<file path="src/rtl/inst_buffer_ctrl_if.sv">
// Handshake/bus bundle between decode, the instruction-buffer controller and dispatch.
// The perf counter outputs exist only when INST_BUFFER_CTRL_PERF_EN is defined.
interface inst_buffer_ctrl_if #(
  parameter int DEPTH_LOG = 5,
  parameter int FETCH_W   = 8,
  parameter int DISP_W    = 4
);
  logic                           flush_i;
  logic                           stall_i;
  logic                           decodeReady_i;
  logic [FETCH_W-1:0]             decodedVector_i;
  logic [FETCH_W-1:0]             writeEnable_o;
  logic [FETCH_W*DEPTH_LOG-1:0]   writeAddr_o;
  logic [DISP_W*DEPTH_LOG-1:0]    readAddr_o;
  logic                           instBufferReady_o;
  logic                           stallFetch_o;
  logic [DEPTH_LOG:0]             instCount_o;
  logic                           flushBusy_o;
`ifdef INST_BUFFER_CTRL_PERF_EN
  logic [31:0]                    perfFullCyc_o;
  logic [DEPTH_LOG:0]             perfHighWater_o;
`endif

  // Decode/dispatch side: drives requests, observes the controller.
  modport master (
    output flush_i, stall_i, decodeReady_i, decodedVector_i,
    input  writeEnable_o, writeAddr_o, readAddr_o, instBufferReady_o,
           stallFetch_o, instCount_o, flushBusy_o
`ifdef INST_BUFFER_CTRL_PERF_EN
    , input perfFullCyc_o, perfHighWater_o
`endif
  );

  // Controller side.
  modport slave (
    input  flush_i, stall_i, decodeReady_i, decodedVector_i,
    output writeEnable_o, writeAddr_o, readAddr_o, instBufferReady_o,
           stallFetch_o, instCount_o, flushBusy_o
`ifdef INST_BUFFER_CTRL_PERF_EN
    , output perfFullCyc_o, perfHighWater_o
`endif
  );
endinterface

</file>
<file path="src/rtl/inst_buffer_ctrl.sv">
// Instruction-buffer pointer/occupancy controller: owns head/tail pointers and the
// instruction count, generates SRAM write enables/addresses and read addresses, and
// sequences flush recovery. Optional perf counters: define INST_BUFFER_CTRL_PERF_EN.
module inst_buffer_ctrl #(
  parameter int DEPTH       = 32,
  parameter int DEPTH_LOG   = 5,
  parameter int FETCH_W     = 8,
  parameter int DISP_W      = 4,
  parameter int RECOVER_CYC = 2
) (
  input  logic                  clk,
  input  logic                  reset,
  inst_buffer_ctrl_if.slave     bus
);

  typedef enum logic {
    RUN     = 1'b0,
    RECOVER = 1'b1
  } state_t;

  localparam int              REC_W    = (RECOVER_CYC > 1) ? $clog2(RECOVER_CYC) : 1;
  localparam logic [REC_W-1:0] REC_LAST = REC_W'(RECOVER_CYC - 1);
  localparam int              CNT_W    = DEPTH_LOG + 1;

  state_t                r_state;
  logic [REC_W-1:0]      r_recCnt;
  logic [DEPTH_LOG-1:0]  r_head;
  logic [DEPTH_LOG-1:0]  r_tail;
  logic [CNT_W-1:0]      r_count;

  state_t                w_stateNext;
  logic [REC_W-1:0]      w_recCntNext;
  logic [DEPTH_LOG-1:0]  w_headNext;
  logic [DEPTH_LOG-1:0]  w_tailNext;
  logic [CNT_W-1:0]      w_countNext;
  logic [CNT_W-1:0]      w_slots;
  logic [CNT_W-1:0]      w_push;
  logic [CNT_W-1:0]      w_pop;
  logic                  w_stallFetch;
  logic                  w_ready;
  logic                  w_pushEn;
  logic                  w_popEn;

  assign w_stallFetch = (r_count > CNT_W'(DEPTH - FETCH_W)) | (r_state == RECOVER);
  assign w_ready      = (r_count >= CNT_W'(DISP_W)) & (r_state == RUN);

  // Reset gating keeps write enables low while reset is held, even with decode active.
  assign w_pushEn = reset & bus.decodeReady_i & ~w_stallFetch & (r_state == RUN) & ~bus.flush_i;
  assign w_popEn  = reset & w_ready & ~bus.stall_i & ~bus.flush_i;
  assign w_push   = w_pushEn ? w_slots : '0;
  assign w_pop    = w_popEn ? CNT_W'(DISP_W) : '0;

  // Count valid decode slots; the vector is contiguous from bit 0.
  always_comb begin
    w_slots = '0;
    for (int k = 0; k < FETCH_W; k++) begin
      w_slots = w_slots + CNT_W'(bus.decodedVector_i[k]);
    end
  end

  // Per-port write enables/addresses from the tail and read addresses from the head.
  always_comb begin
    bus.writeEnable_o = '0;
    bus.writeAddr_o   = '0;
    bus.readAddr_o    = '0;
    for (int k = 0; k < FETCH_W; k++) begin
      bus.writeEnable_o[k]                       = (CNT_W'(k) < w_push);
      bus.writeAddr_o[k*DEPTH_LOG +: DEPTH_LOG]  = r_tail + DEPTH_LOG'(k);
    end
    for (int k = 0; k < DISP_W; k++) begin
      bus.readAddr_o[k*DEPTH_LOG +: DEPTH_LOG]   = r_head + DEPTH_LOG'(k);
    end
  end

  assign bus.instBufferReady_o = w_ready;
  assign bus.stallFetch_o      = w_stallFetch;
  assign bus.instCount_o       = r_count;
  assign bus.flushBusy_o       = (r_state == RECOVER);

  // Pointer/count next values; a flush discards this cycle's traffic and empties the buffer.
  always_comb begin
    w_headNext  = r_head + w_pop[DEPTH_LOG-1:0];
    w_tailNext  = r_tail + w_push[DEPTH_LOG-1:0];
    w_countNext = r_count + w_push - w_pop;
    if (bus.flush_i) begin
      w_headNext  = '0;
      w_tailNext  = '0;
      w_countNext = '0;
    end
  end

  // Recovery FSM next state: quiet for RECOVER_CYC cycles, restarted by any new flush.
  always_comb begin
    w_stateNext  = r_state;
    w_recCntNext = r_recCnt;
    case (r_state)
      RUN: begin
        if (bus.flush_i) begin
          w_stateNext  = RECOVER;
          w_recCntNext = '0;
        end
      end
      RECOVER: begin
        if (bus.flush_i) begin
          w_recCntNext = '0;
        end else if (r_recCnt == REC_LAST) begin
          w_stateNext  = RUN;
          w_recCntNext = '0;
        end else begin
          w_recCntNext = r_recCnt + 1'b1;
        end
      end
      default: begin
        w_stateNext  = RUN;
        w_recCntNext = '0;
      end
    endcase
  end

  // State, pointer and occupancy registers.
  always_ff @(posedge clk or negedge reset) begin
    if (!reset) begin
      r_state  <= RUN;
      r_recCnt <= '0;
      r_head   <= '0;
      r_tail   <= '0;
      r_count  <= '0;
    end else begin
      r_state  <= w_stateNext;
      r_recCnt <= w_recCntNext;
      r_head   <= w_headNext;
      r_tail   <= w_tailNext;
      r_count  <= w_countNext;
    end
  end

`ifdef INST_BUFFER_CTRL_PERF_EN
  logic [31:0]      r_perfFullCyc;
  logic [CNT_W-1:0] r_perfHighWater;

  // Full-cycle counter saturates; high-water tracks the largest occupancy seen. Flush does not clear them.
  always_ff @(posedge clk or negedge reset) begin
    if (!reset) begin
      r_perfFullCyc   <= '0;
      r_perfHighWater <= '0;
    end else begin
      if (w_stallFetch && (r_state == RUN) && (r_perfFullCyc != 32'hFFFF_FFFF)) begin
        r_perfFullCyc <= r_perfFullCyc + 32'd1;
      end
      if (w_countNext > r_perfHighWater) begin
        r_perfHighWater <= w_countNext;
      end
    end
  end

  assign bus.perfFullCyc_o   = r_perfFullCyc;
  assign bus.perfHighWater_o = r_perfHighWater;
`endif

endmodule
</file>
<file path="src/flat_wrapper.sv">
// flat-port wrapper written by rule: the top's interface ports become plain ports
module inst_buffer_ctrl_flat 
#(
  parameter int DEPTH       = 32,
  parameter int DEPTH_LOG   = 5,
  parameter int FETCH_W     = 8,
  parameter int DISP_W      = 4,
  parameter int RECOVER_CYC = 2
)
  (clk, reset, bus_flush_i, bus_stall_i, bus_decodeReady_i, bus_decodedVector_i, bus_writeEnable_o, bus_writeAddr_o, bus_readAddr_o, bus_instBufferReady_o, bus_stallFetch_o, bus_instCount_o, bus_flushBusy_o);
  inst_buffer_ctrl_if #(.DEPTH_LOG(DEPTH_LOG), .FETCH_W(FETCH_W), .DISP_W(DISP_W)) bus_i ();
  input  logic clk;
  input  logic reset;
  input wire logic [$bits(bus_i.flush_i)-1:0] bus_flush_i;
  input wire logic [$bits(bus_i.stall_i)-1:0] bus_stall_i;
  input wire logic [$bits(bus_i.decodeReady_i)-1:0] bus_decodeReady_i;
  input wire logic [$bits(bus_i.decodedVector_i)-1:0] bus_decodedVector_i;
  output wire logic [$bits(bus_i.writeEnable_o)-1:0] bus_writeEnable_o;
  output wire logic [$bits(bus_i.writeAddr_o)-1:0] bus_writeAddr_o;
  output wire logic [$bits(bus_i.readAddr_o)-1:0] bus_readAddr_o;
  output wire logic [$bits(bus_i.instBufferReady_o)-1:0] bus_instBufferReady_o;
  output wire logic [$bits(bus_i.stallFetch_o)-1:0] bus_stallFetch_o;
  output wire logic [$bits(bus_i.instCount_o)-1:0] bus_instCount_o;
  output wire logic [$bits(bus_i.flushBusy_o)-1:0] bus_flushBusy_o;
  assign bus_i.flush_i = bus_flush_i;
  assign bus_i.stall_i = bus_stall_i;
  assign bus_i.decodeReady_i = bus_decodeReady_i;
  assign bus_i.decodedVector_i = bus_decodedVector_i;
  assign bus_writeEnable_o = bus_i.writeEnable_o;
  assign bus_writeAddr_o = bus_i.writeAddr_o;
  assign bus_readAddr_o = bus_i.readAddr_o;
  assign bus_instBufferReady_o = bus_i.instBufferReady_o;
  assign bus_stallFetch_o = bus_i.stallFetch_o;
  assign bus_instCount_o = bus_i.instCount_o;
  assign bus_flushBusy_o = bus_i.flushBusy_o;
  inst_buffer_ctrl #(.DEPTH(DEPTH), .DEPTH_LOG(DEPTH_LOG), .FETCH_W(FETCH_W), .DISP_W(DISP_W), .RECOVER_CYC(RECOVER_CYC)) u_core (.clk(clk), .reset(reset), .bus(bus_i));
endmodule
</file>
<file path="config.mk">
export PLATFORM = sky130hd
export DESIGN_NAME = inst_buffer_ctrl_flat
export DESIGN_NICKNAME = d
export VERILOG_FILES = /design/src/rtl/inst_buffer_ctrl_if.sv /design/src/rtl/inst_buffer_ctrl.sv /design/src/flat_wrapper.sv
export SDC_FILE = /design/constraint.sdc
export NUM_CORES = 1
export LEC_CHECK = 0
export BUFFER_PORTS_ARGS = -buffer_cell sky130_fd_sc_hd__buf_2
export CORE_ASPECT_RATIO = 0.9
export CORE_MARGIN = 2
export CORE_UTILIZATION = 48
export CTS_BUF_LIST = sky130_fd_sc_hd__clkbuf_8
export DETAILED_ROUTE_END_ITERATION = 6
export PLACE_DENSITY_LB_ADDON = 0.2
export SLEW_MARGIN = 30
export SYNTH_ARGS = -nofsm -noshare
export SYNTH_HDL_FRONTEND = slang
export SYNTH_SLANG_ARGS = --single-unit
</file>
<file path="constraint.sdc">
create_clock -name clk -period 4.16 [get_ports clk]
set_input_delay 0.416 -clock clk [delete_from_list [all_inputs] [get_ports clk]]
set_output_delay 0.416 -clock clk [all_outputs]
set_load 0.02 [all_outputs]
</file>
# Word level (Yosys, flattened, before mapping)
# Index checks and enable logic that the tools add are counted.
[totals]
register_bits = 18
latchBits = 0
mem_bits_rw = 0
mem_bits_ro = 0
input_bits = 13
output_inout_bits = 77
memories = 0
[classes]
addsub = 22
mul = 0
n_div = 0
n_lt_le_gt_ge = 10
n_eq_ne = 1
shift = 0
mux = 13
n_bitwise = 13
reduce_logical = 0
[ops]
columns = ["cell", "n"]
rows = [
  ["6-bit by 1-bit adder with 6-bit output", 6],
  ["3-bit by 6-bit < comparator with 1-bit output (first input constant)", 4],
  ["5-bit by 2-bit adder with 5-bit output (second input constant)", 4],
  ["5-bit by 3-bit adder with 5-bit output (second input constant)", 4],
  ["1-bit by 6-bit < comparator with 1-bit output (first input constant)", 2],
  ["2-bit by 6-bit < comparator with 1-bit output (first input constant)", 2],
  ["6-bit 2-to-1 mux", 2],
  ["5-bit by 1-bit adder with 5-bit output (second input constant)", 2],
  ["5-bit adder", 2],
  ["5-bit 2-to-1 mux", 2],
  ["1-bit AND", 8],
  ["6-bit adder", 1],
  ["6-bit by 3-bit >= comparator with 1-bit output (second input constant)", 1],
  ["6-bit by 5-bit greater-than comparator with 1-bit output (second input constant)", 1],
  ["1-bit 2-to-1 mux", 6],
  ["6-bit subtractor", 1],
  ["1-bit NOT", 4],
  ["1-bit case mux with 2 select lines", 2],
  ["3-bit 2-to-1 mux", 1],
  ["1-bit by 1-bit adder with 2-bit output", 1],
  ["2-bit inequality test (second input constant)", 1],
  ["1-bit adder (second input constant)", 1],
  ["1-bit bitwise OR", 1],
]

# Logic depth before layout (Yosys ltp)
# Gate-level depths: netlist of the first run.
[logic_depth]
ltp_word = 11
ltp_mapped = 17
depth_no_buf = 17

# Worst setup path before layout of the first run
# No wires, ideal clock.
[synth_path]
kind = "input to register"
startpoint = "input bus_decodedVector_i[0]"
endpoint = "register u_core.r_count[5] (netlist: u_core.bus.instCount_o[5])"
setup_time_ns = 0.125
arrival_time_ns = 4.415
required_time_ns = 4.035
slack_ns = -0.380
path_stages = 15
path_buffers = 0
cell_sequence = "ha_1 -> inv_1 -> fa_1 -> fa_1 -> fa_1 -> fa_1 -> xnor2_1 -> nand2b_4 -> xor2_1 -> ha_1 -> ha_1 -> a21oi_1 -> o21bai_1 -> a21oi_1 -> mux2_2"
[synth_between]
elab_chain_cells = 11
[synth_lines]
columns = ["item", "line", "text"]
rows = [
  ["start: declaration", "flat_wrapper.sv:17", "input wire logic [$bits(bus_i.decodedVector_i)-1:0] bus_decodedVector_i;"],
  ["1-bit by 1-bit adder with 2-bit output", "inst_buffer_ctrl.sv:57", "w_slots = w_slots + CNT_W'(bus.decodedVector_i[k]);"],
  ["6-bit by 1-bit adder with 6-bit output (6 in a row)", "inst_buffer_ctrl.sv:57", ""],
  ["6-bit 2-to-1 mux", "inst_buffer_ctrl.sv:50", "assign w_push = w_pushEn ? w_slots : '0;"],
  ["6-bit adder", "inst_buffer_ctrl.sv:84", "w_countNext = r_count + w_push - w_pop;"],
  ["6-bit subtractor", "inst_buffer_ctrl.sv:84", ""],
  ["6-bit 2-to-1 mux", "inst_buffer_ctrl.sv:85", "if (bus.flush_i) begin"],
  ["via u_core.w_countNext[5]", "inst_buffer_ctrl.sv:35", "logic [CNT_W-1:0] w_countNext;"],
  ["end signal: assignment", "inst_buffer_ctrl.sv:133", "r_count <= w_countNext;"],
  ["end: declaration", "inst_buffer_ctrl.sv:29", "logic [CNT_W-1:0] r_count;"],
]
# The timed path passes the listed nets, and every way through them passes these cells.
# A chain may end at the register's enable or synchronous reset.

# Worst setup path in the final report of the first run
# Ends and elaborated chain as after synthesis.

==> results.yml, run 1 <==
placement:
  port_buffers: 81
  placed_cell_area_um2: 2183
  hpwl_um: 2782
  placed_cells: 319
  gp_congestion: 0.7991
logic_synthesis:
  synth_area_leaders: "dfrtp_1, ha_1, buf_4"
  yosysWarnings: 0
  syn-instance-count: 214
  synth_top_cell_area_share_pct: 21.83
  netlist_area_um2: 1834
  ys_seq_area_share_pct: 21.83
  async_flop_share_pct: 100.0
  yosys-mux-area-fraction_pct: 1.432
  synth_compound_area_share_pct: 8.868
  synth_ff_type: "dfrtp_1"
  synth_xor_area_share_pct: 11.94
  synth-adder-area-share_pct: 25.17
  synth-edff-count: 0
  synthSimpleGateAreaFrac_pct: 11.73
  synth_common_cells: "inv_1, ha_1, buf_4"
  syn_area_per_cell_um2: 8.571
  yosysMostFrequentCell: "inv_1"
  synth.largest_area_cell: "dfrtp_1"
  synth_cell_types: 28
  synth_top_family_by_area: "adder cells"
  ys_ff_latch: 16
clock_network:
  clk_pin_slew_ns: 0.06
  cts_root_buf: "clkbuf_8"
  clk_latency_ns: 0.24
  cts.sinks: 16
  cts_buffers: 3
  cts_tree: "done"
  cts_buffer_depth: 2
  hold_buffers: 0
  htreeDepth: 1
pwr:
  intPower_mw: 0.4590
  sequentialPowerShare_pct: 26.0
  swShare_pct: 39.03
  clkPwrFrac_pct: 17.8
  vdd_drop_max_uv: 203.2
  p_leak_nw: 1.360
  p_switching_mw: 0.2939
  power.density_nw_per_um2: 321.1
  comb_power_share_pct: 56.2
job:
  maxCapViolCount: 0
timing:
  maxSlewHeadroom_pct: 41.47
  fin_worst_skew_ns: 0.0007492
  fmax_mhz: 243.9
  hold_viol_final: 0
  slew_viol_final: 0
  finalSetupViolCount: 0
  fin_crit_sh_pct: 98.54
  fin_crit_ns: 4.099
  rsz0062_at_grt: "yes"
  tns_ns: 0
  max_slew.worst_pin.slew_ns: 0.8770
finish:
  antenna_cells: 0
  drive_gt1_share_pct: 40.86
  layoutNonFillerInstCount: 325
  final_nets: 326
  post-route-cell-area_um2: 2345
  syn_to_final_growth_pct: 27.83
setup_path:
  cp_max_fo: 2
  end_kind: "flip-flop"
  critPathSlowestCell: "fa_1"
  critical_path.max_stage_delay_ns: 0.52
  arrival_ns: 4.23
  cp.buffers_inverters: 3
  path_delay_family: "adder cells"
  cp-start-kind: "primary input"
  timing.critical_path.mode_cell: "ha_4"
  worst-setup-path-type: "in -> reg"
  crit_required_ns: 4.29
  cp_cell_sequence: "buf_6 > ha_4 > inv_2 > fa_1 > fa_1 > fa_2 > fa_2 > xnor2_4 > nand2b_4 > xor2_4 > ha_4 > o21bai_4 > ha_4 > inv_2 > o21bai_1 > a21oi_1 > mux2_2"
die:
  fp.dieH_um: 62.65
  placementRows: 21
  die_x_um: 69.16
  core_um2: 3705
  initial_core_util_pct: 49.51
  io_pins: 90
  die_area_um2: 4333
global_route:
  grt_pass1_vias: 1280
  grt_pass1_wl_um: 5816
  overflow: 0
  grt_start_max_net_pins: 20
  grt_antenna_before_repair: 0
  grt_use_total_pct: 16.00
route:
  post-route-drc-count: 0
  dr.pass1.iters: 4
  ant_nets: 0
  viasPerCell: 4.698
  wirelength_um: 3625
  routedWlPerCell_um: 11.15
  drt-initial-drc-count: 26
  via_count: 1527
run_status:
  status: "complete, no violations"
min_path:
  hp-class: "in -> async"
[power groups by stage]
stage | sequential, mW | clock [mW] | combinational [mW]
3_5_place_dp | 0.198 | 0 | 0.376
5_1_grt | 0.198 | 0.146 | 0.473
6_report | 0.196 | 0.134 | 0.423
4_1_cts | 0.195 | 0.137 | 0.380
3_3_place_gp | 0.197 | 0 | 0.369
2_1_floorplan | 0.212 | 0 | 0.269
[cell families after synthesis]
kind of cell,count (synthesis)
buffers and inverters,66
and+or+nand+nor,41
adders and majority gates,34
AOI/OAI and AO/OA,28
xor gates and xnor gates,25
DFF,16
other,2
muxes,2
[worst reg2reg max path, delay by kind of cell (launching register included)]
kind,cells,cell delay [ns]
xor+xnor,1,0.18
simple gates,2,0.39
flops,1,0.40
fa+ha+maj,3,0.63
mux,1,0.34
buf+inv,1,0.10
compound gates,4,1.06
[placed cells by master (no fill, tap or decap), types with 2 or more instances in the layout]
master and n:
ha_1 24, xnor2_1 17, or2_2 3, nor2b_1 10, buf_4 8, buf_2 79
clkbuf_8 4, inv_2 2, nor2_1 13, a21oi_1 13, conb_1 8, dfrtp_1 16
inv_1 30, ha_4 4, fa_1 3, nand2b_1 2, fa_2 2, buf_6 2
a31oi_1 2, nand2_1 10, xor2_1 6, a21o_1 2, o21ai_0 4
[metal layers]
metal | global-route usage, % | wire, um | up-vias | share of wire, %
met3 | 3.065 | 183 | 4 | 5.0
met2 | 27.88 | 1796 | 57 | 50
met5 | 0 | 0 | - | 0
met4 | 2.206 | 41 | 0 | 1.1
li1 | - | - | 763 | -
met1 | 21.09 | 1604 | 703 | 44
[flip-flops by register name (all words and copies together), names as in the netlist]
signal                  cells
u_core.r_recCnt             1
u_core.bus.flushBusy_o      1
u_core.r_tail               5
u_core.bus.instCount_o      6
u_core.r_head               3
[area by class of cell]
type / instances / area [um2]
Clock buffer: 4 / 55.05
Fill cell: 327 / 1360
Inverter: 32 / 120.1
Multi-Input combinational cell: 138 / 1234
Sequential cell: 16 / 400.4
Tap cell: 46 / 57.56
Timing Repair Buffer: 89 / 478.0
[worst paths after layout]
kind | slack (ns) | from | cells after the start | to
hold / removal | 0.08 | reset | 1 | u_core.bus.instCount_o[4]
hold reg to reg | 0.55 | u_core.r_recCnt | 2 | u_core.r_recCnt
setup / recovery | 0.06 | bus_decodedVector_i[0] | 17 | u_core.bus.instCount_o[5]
setup reg to reg | 0.94 | u_core.bus.instCount_o[5] | 12 | u_core.bus.instCount_o[5]
min in group clk | 0.55 | u_core.r_recCnt | 2 | u_core.r_recCnt
max in group asynchronous | 3.81 | reset | 1 | u_core.r_tail[4]
[through the flow]
stage | hold slack (ns) | util [%] | setup WS, ns | power (mW)
global route | 0.1011 | 63.29 | -0.06657 | 0.8170
floorplan | 0.1204 | - | -0.1149 | 0.4810
finish | 0.07788 | 63.29 | 0.06056 | 0.7529
CTS | 0.09013 | 60.42 | 0.03634 | 0.7119
detailed placement | 0.3545 | 58.93 | -0.2626 | 0.5736
global placement | 0.3581 | 58.93 | -0.1818 | 0.5669
[timing repair]
action,4_1_cts,5_1_grt
pin swaps,1,11
resized for setup,0,13
cloned,0,0
setup buffers,0,2
setup endpoints to repair,1,2
Note: power is estimated with default switching activity, not from simulation.
==> run 2: changes to the inputs <==
CORE_UTILIZATION = 43   (was 48)
clock period = 3.4 ns   (was 4.16 ns; I/O delays follow)
==> run 2 against run 1 <==
Net effect:
- the run now ends with setup timing left
- final area rose by 8.4%
- clock power rose by 29%
- power grew 36%
- flip-flop and latch count stayed put
- register-to-register slack worse by 0.39 ns
- count of clock-buffer cells in the layout unchanged
- die area grew 11%
- non-clock buffer count rose by 15
==> results.yml, run 2 (synthesis results as in run 1) <==
finish:
  final_common_cell: "buf_2"
  post-route-cell-area_um2: 2542
  fin_util_pct: 61.99
  drive_gt1_share_pct: 47.28
  fillCellCount: 372
  largest_reg_flops: 6
  layoutNonFillerInstCount: 342
  antenna_cells: 0
  final_cell_mix: "buf_2, inv_1, ha_1"
  syn_to_final_growth_pct: 38.61
  final_nets: 341
placement:
  hpwl_um: 3055
  placed_cells: 330
  port_buffers: 81
  placed_cell_area_um2: 2296
  gp_congestion: 0.7886
clock_network:
  clk_pin_slew_ns: 0.07
  cts_buffers: 3
  htreeDepth: 1
  cts_tree: "done"
  cts_root_buf: "clkbuf_8"
  cts_buffer_depth: 2
  hold_buffers: 0
  cts.sinks: 16
  clk_latency_ns: 0.25
setup_path:
  critPathSlowestCell: "fa_1"
  end_kind: "flip-flop"
  worstSetupStartpoint: "bus_decodedVector_i[1]"
  cp_max_fo: 2
  crit_required_ns: 3.54
  worst-setup-path-type: "in -> reg"
  cp_cell_sequence: "buf_6 > ha_4 > inv_2 > fa_1 > fa_1 > fa_2 > fa_2 > xnor2_4 > nand2b_4 > xor2_1 > ha_2 > o21bai_1 > ha_1 > inv_1 > o21bai_1 > a21oi_1 > mux2_2"
  r2r-start: "u_core.bus.instCount_o[5]"
  cp-start-kind: "primary input"
  arrival_ns: 4.08
  critical_path.max_stage_delay_ns: 0.48
route:
  ant_nets: 0
  post-route-drc-count: 0
  routedWlPerCell_um: 11.59
  wirelength_um: 3965
  viasPerCell: 4.614
  drt-initial-drc-count: 44
  dr.pass1.iters: 4
  via_count: 1578
timing:
  postLayoutSetupSlackWorst_ns: -0.5355
  slew_viol_final: 0
  fin_crit_sh_pct: 115.8
  max_slew.worst_pin.slew_ns: 0.5362
  holdWs_ns: 0.04381
  maxSlewHeadroom_pct: 64.25
  finalSetupViolCount: 14
  rsz0062_at_grt: "yes"
  fmax_mhz: 254.1
  fin_crit_ns: 3.935
  fin_worst_skew_ns: 0.001272
  hold_viol_final: 0
pwr:
  vdd_drop_max_uv: 277.1
  p_leak_nw: 1.435
  power.density_nw_per_um2: 401.3
run_status:
  violations: "setup timing"
  status: "finished, violations left"
die:
  core_um2: 4101
  fp.dieH_um: 65.96
  initial_core_util_pct: 44.72
  placementRows: 22
  die_area_um2: 4805
  io_pins: 90
  die_x_um: 72.85
global_route:
  overflow: 0
  grt_pass1_wl_um: 6327
  grt_use_total_pct: 16.83
  grt_pass1_vias: 1423
  grt_antenna_before_repair: 0
  grt_start_max_net_pins: 20
min_path:
  hp-class: "in -> async"
job:
  maxCapViolCount: 0
==> run 2: cell count changes in the layout (fill, tap and decap cells not counted), moves of 2 or more <==
cell / before / now
a21oi_2: 1 / 7
buf_2: 79 / 73
a21oi_1: 13 / 7
or2_2: 3 / 0
buf_6: 2 / 10
buf_4: 8 / 21
o21ai_0: 4 / 2
xnor2_1: 17 / 15
or2_4: 0 / 3
o21ai_1: 0 / 2
==> run 2: what timing repair did <==
action | CTS | global route
setup buffers | 5 | 6
resized for setup | 22 | 13
endpoints found under the setup margin | 14 | 15
cloned | 0 | 0
pin swaps | 14 | 13
==> run 2: routing by layer <==
| metal | GRT usage [%] | wire (um) | vias to the layer above |
|---|---|---|---|
| li1 | - | - | 791 |
| met2 | 28.75 | 1942 | 59 |
| met4 | 6.250 | 54 | 0 |
| met1 | 22.21 | 1751 | 724 |
| met5 | 0 | 0 | - |
| met3 | 1.220 | 216 | 4 |
==> run 2: final cells by class <==
cell class | instances | area, um2 | area share (%)
clock buffer | 4 | 55.05 | 2.165
inverter | 32 | 125.1 | 4.921
multi-input combinational | 138 | 1266 | 49.80
sequential | 16 | 400.4 | 15.75
tap | 48 | 60.06 | 2.362
timing repair buffer | 104 | 635.6 | 25.00
==> run 2: path summary, 6_finish.rpt <==
| check | to | slack (ns) | depth (start not counted) |
|---|---|---|---|
| min in group clk | u_core.r_recCnt | 0.48 | 2 |
| max in group asynchronous | u_core.bus.instCount_o[0] | 3.17 | 2 |
| setup / recovery | u_core.bus.instCount_o[5] | -0.54 | 17 |
| hold reg to reg | u_core.r_recCnt | 0.55 | 2 |
| setup reg to reg | u_core.bus.instCount_o[5] | 0.55 | 13 |
| hold / removal | u_core.r_head[4] | 0.04 | 2 |
==> run 2: per-stage QoR <==
stage               TNS [ns]  setup WS, ns  total power [mW]
floorplan             -2.687       -0.7731            0.6051
global placement      -6.072       -0.8609            0.7335
detailed placement    -6.621       -0.9115            0.7457
CTS                   -2.739       -0.5213            0.9717
global route          -5.207       -0.7006             1.096
finish                -3.441       -0.5355             1.020
==> run 2: worst max-delay path: cells and delay by family <==
family	cells	cell delay [ns]
mux	1	0.35
xor+xnor	2	0.32
compound gates	3	0.39
buf+inv	3	0.20
fa+ha+maj	7	2.39
simple gates	1	0.07
==> run 2: power by group <==
| group | internal [mW] | leakage, nW | switching [mW] |
|---|---|---|---|
| clock | 0.103 | 0.0288 | 0.0706 |
| combinational | 0.303 | 1.19 | 0.303 |
| sequential | 0.213 | 0.216 | 0.0282 |
| total | 0.618 | 1.44 | 0.402 |
==> run 3: changes to the inputs <==
CELL_PAD_IN_SITES_DETAIL_PLACEMENT = 0   (was unset)
CELL_PAD_IN_SITES_GLOBAL_PLACEMENT = 2   (was unset)
CORE_UTILIZATION = 23   (was 43)
==> run 3 against run 2 <==
Net effect:
- the run still ends with setup timing left
- power down 3.4%
- maximum frequency about the same
- core utilization down 28 points
- setup slack worse by 0.0039 ns
- sequential power about the same
- cell count up 13%
- clock skew up 0.00070 ns
- critical path type unchanged
- sequential share of layout area down 0.17 points
- first-iteration DRC count down 68%
- die area up 81%
- final area up 1.1%
- critical endpoint unchanged
- wire length up 11%
==> results.yml, run 3 (synthesis results as in run 1) <==
run_status:
  status: "finished, violations left"
  violations: "setup timing"
clock_network:
  cts.sinks: 16
  clk_pin_slew_ns: 0.06
  cts_tree: "done"
  cts_buffer_depth: 2
  htreeDepth: 1
  clk_latency_ns: 0.24
  cts_buffers: 3
  cts_root_buf: "clkbuf_8"
finish:
  fin_util_pct: 33.73
  largest_reg_flops: 6
  antenna_cells: 0
  layoutNonFillerInstCount: 387
  final_nets: 339
  drive_gt1_share_pct: 46.05
  post-route-cell-area_um2: 2570
  final_cell_mix: "buf_2, inv_1, ha_1"
  fillCellCount: 820
  final_common_cell: "buf_2"
  syn_to_final_growth_pct: 40.11
global_route:
  grt-busiest-layer: "met2"
  grt_pass1_vias: 1454
  overflow: 0
  grt_start_max_net_pins: 19
  grt_use_total_pct: 9.893
  use_met2_pct: 16.87
  grt_antenna_before_repair: 0
  grt_pass1_wl_um: 7051
  grt_use_met1_pct: 13.21
  met3_usage_pct: 1.817
pwr:
  p_leak_nw: 1.426
  comb_power_share_pct: 61.6
  p_switching_mw: 0.3856
  intPower_mw: 0.6001
  swShare_pct: 39.12
  power.density_nw_per_um2: 383.6
  vdd_drop_max_uv: 130.6
  clkPwrFrac_pct: 13.9
  sequentialPowerShare_pct: 24.5
  power.total_mw: 0.9858
placement:
  hpwl_um: 3516
  port_buffers: 81
  pre_cts_slack_ns: -0.9464
  placed_cell_area_um2: 2371
  placed_cells: 380
  gp_congestion: 0.7797
setup_path:
  cp-start-kind: "primary input"
  cp_cell_sequence: "buf_6 > ha_4 > inv_2 > fa_1 > fa_1 > fa_2 > fa_2 > xnor2_4 > nand2b_4 > xor2_1 > ha_2 > ha_4 > a21oi_4 > o21bai_1 > a21oi_1 > mux2_4"
  worst-setup-path-type: "in -> reg"
  crit_required_ns: 3.53
  path_delay_family: "adder cells"
  critPathSlowestCell: "fa_1"
  cp_max_fo: 2
  critical_path.max_stage_delay_ns: 0.49
  arrival_ns: 4.07
  end_kind: "flip-flop"
  cp.buffers_inverters: 2
die:
  die_x_um: 98.14
  io_pins: 90
  initial_core_util_pct: 24.07
  core_um2: 7620
  placementRows: 30
  die_area_um2: 8707
  fp.dieH_um: 88.72
route:
  routedWlPerCell_um: 11.36
  via_count: 1547
  wirelength_um: 4397
  viasPerCell: 3.997
  ant_nets: 0
  drt-initial-drc-count: 14
  post-route-drc-count: 0
  dr.pass1.iters: 3
timing:
  postLayoutSetupSlackWorst_ns: -0.5394
  hold_viol_final: 0
  fin_worst_skew_ns: 0.001967
  max_slew.worst_pin.slew_ns: 0.5667
  fin_crit_ns: 3.939
  tns_ns: -2.278
  fin_crit_sh_pct: 115.9
  rsz0062_at_grt: "yes"
  holdWs_ns: 0.05438
  slew_viol_final: 0
  finalSetupViolCount: 14
  fmax_mhz: 253.8
  maxSlewHeadroom_pct: 62.22
min_path:
  hp-class: "in -> async"
job:
  maxCapViolCount: 0
-- run 3: cell types whose count changed in the layout (fill, tap and decap cells not counted), sizes merged --
cell    before  now
buf        104  102
clkbuf       4    3
-- run 3: worst reg2reg max path: stages (launching register included) --
cell and delay (ns):
dfrtp_1 0.39, inv_1 0.10, ha_1 0.18, nand2_1 0.07, o2111ai_1 0.39, nand2b_4 0.22, xor2_1 0.16, ha_2 0.31
ha_4 0.26, a21oi_4 0.14, o21bai_1 0.08, a21oi_1 0.19, mux2_4 0.31
-- run 3: repair_timing --
action                                  CTS  global route
endpoints found under the setup margin   14            14
pin swaps                                10             3
hold buffers                              0             0
setup buffers                             3             1
gates resized for setup                  18            10
-- run 3: metal layers --
metal | wire length [um] | up-vias
met5 | 0 | -
met4 | 27 | 0
met3 | 284 | 2
met2 | 1999 | 50
met1 | 2086 | 710
li1 | - | 785
-- run 3: final timing paths --
path | startpoint | end | slack (ns) | cells past startpoint
setup / recovery | bus_decodedVector_i[1] | u_core.bus.instCount_o[5] | -0.54 | 16
hold / removal | reset | u_core.r_recCnt | 0.05 | 2
setup reg to reg | u_core.bus.instCount_o[5] | u_core.bus.instCount_o[5] | 0.51 | 12
hold reg to reg | u_core.r_recCnt | u_core.r_recCnt | 0.54 | 2
max in group asynchronous | reset | u_core.bus.instCount_o[5] | 3.17 | 2
min in group clk | bus_flush_i | u_core.bus.instCount_o[3] | 0.53 | 3
-- run 3: power by group through the flow --
stage,logic [mW],registers (mW),clock network [mW]
CTS,0.564,0.242,0.146
detailed placement,0.508,0.245,0
finish,0.608,0.241,0.137
global placement,0.506,0.246,0
global route,0.673,0.244,0.157
floorplan,0.346,0.259,0
-- run 3: cell type report --
class | count | area (um2) | share of cell area (%)
clock buffers | 3 | 41.29 | 1.607
repair buffers | 102 | 614.3 | 23.90
flip-flops and latches | 16 | 400.4 | 15.58
well taps | 96 | 120.1 | 4.674
multi-input cells | 138 | 1271 | 49.46
inverters | 32 | 122.6 | 4.771
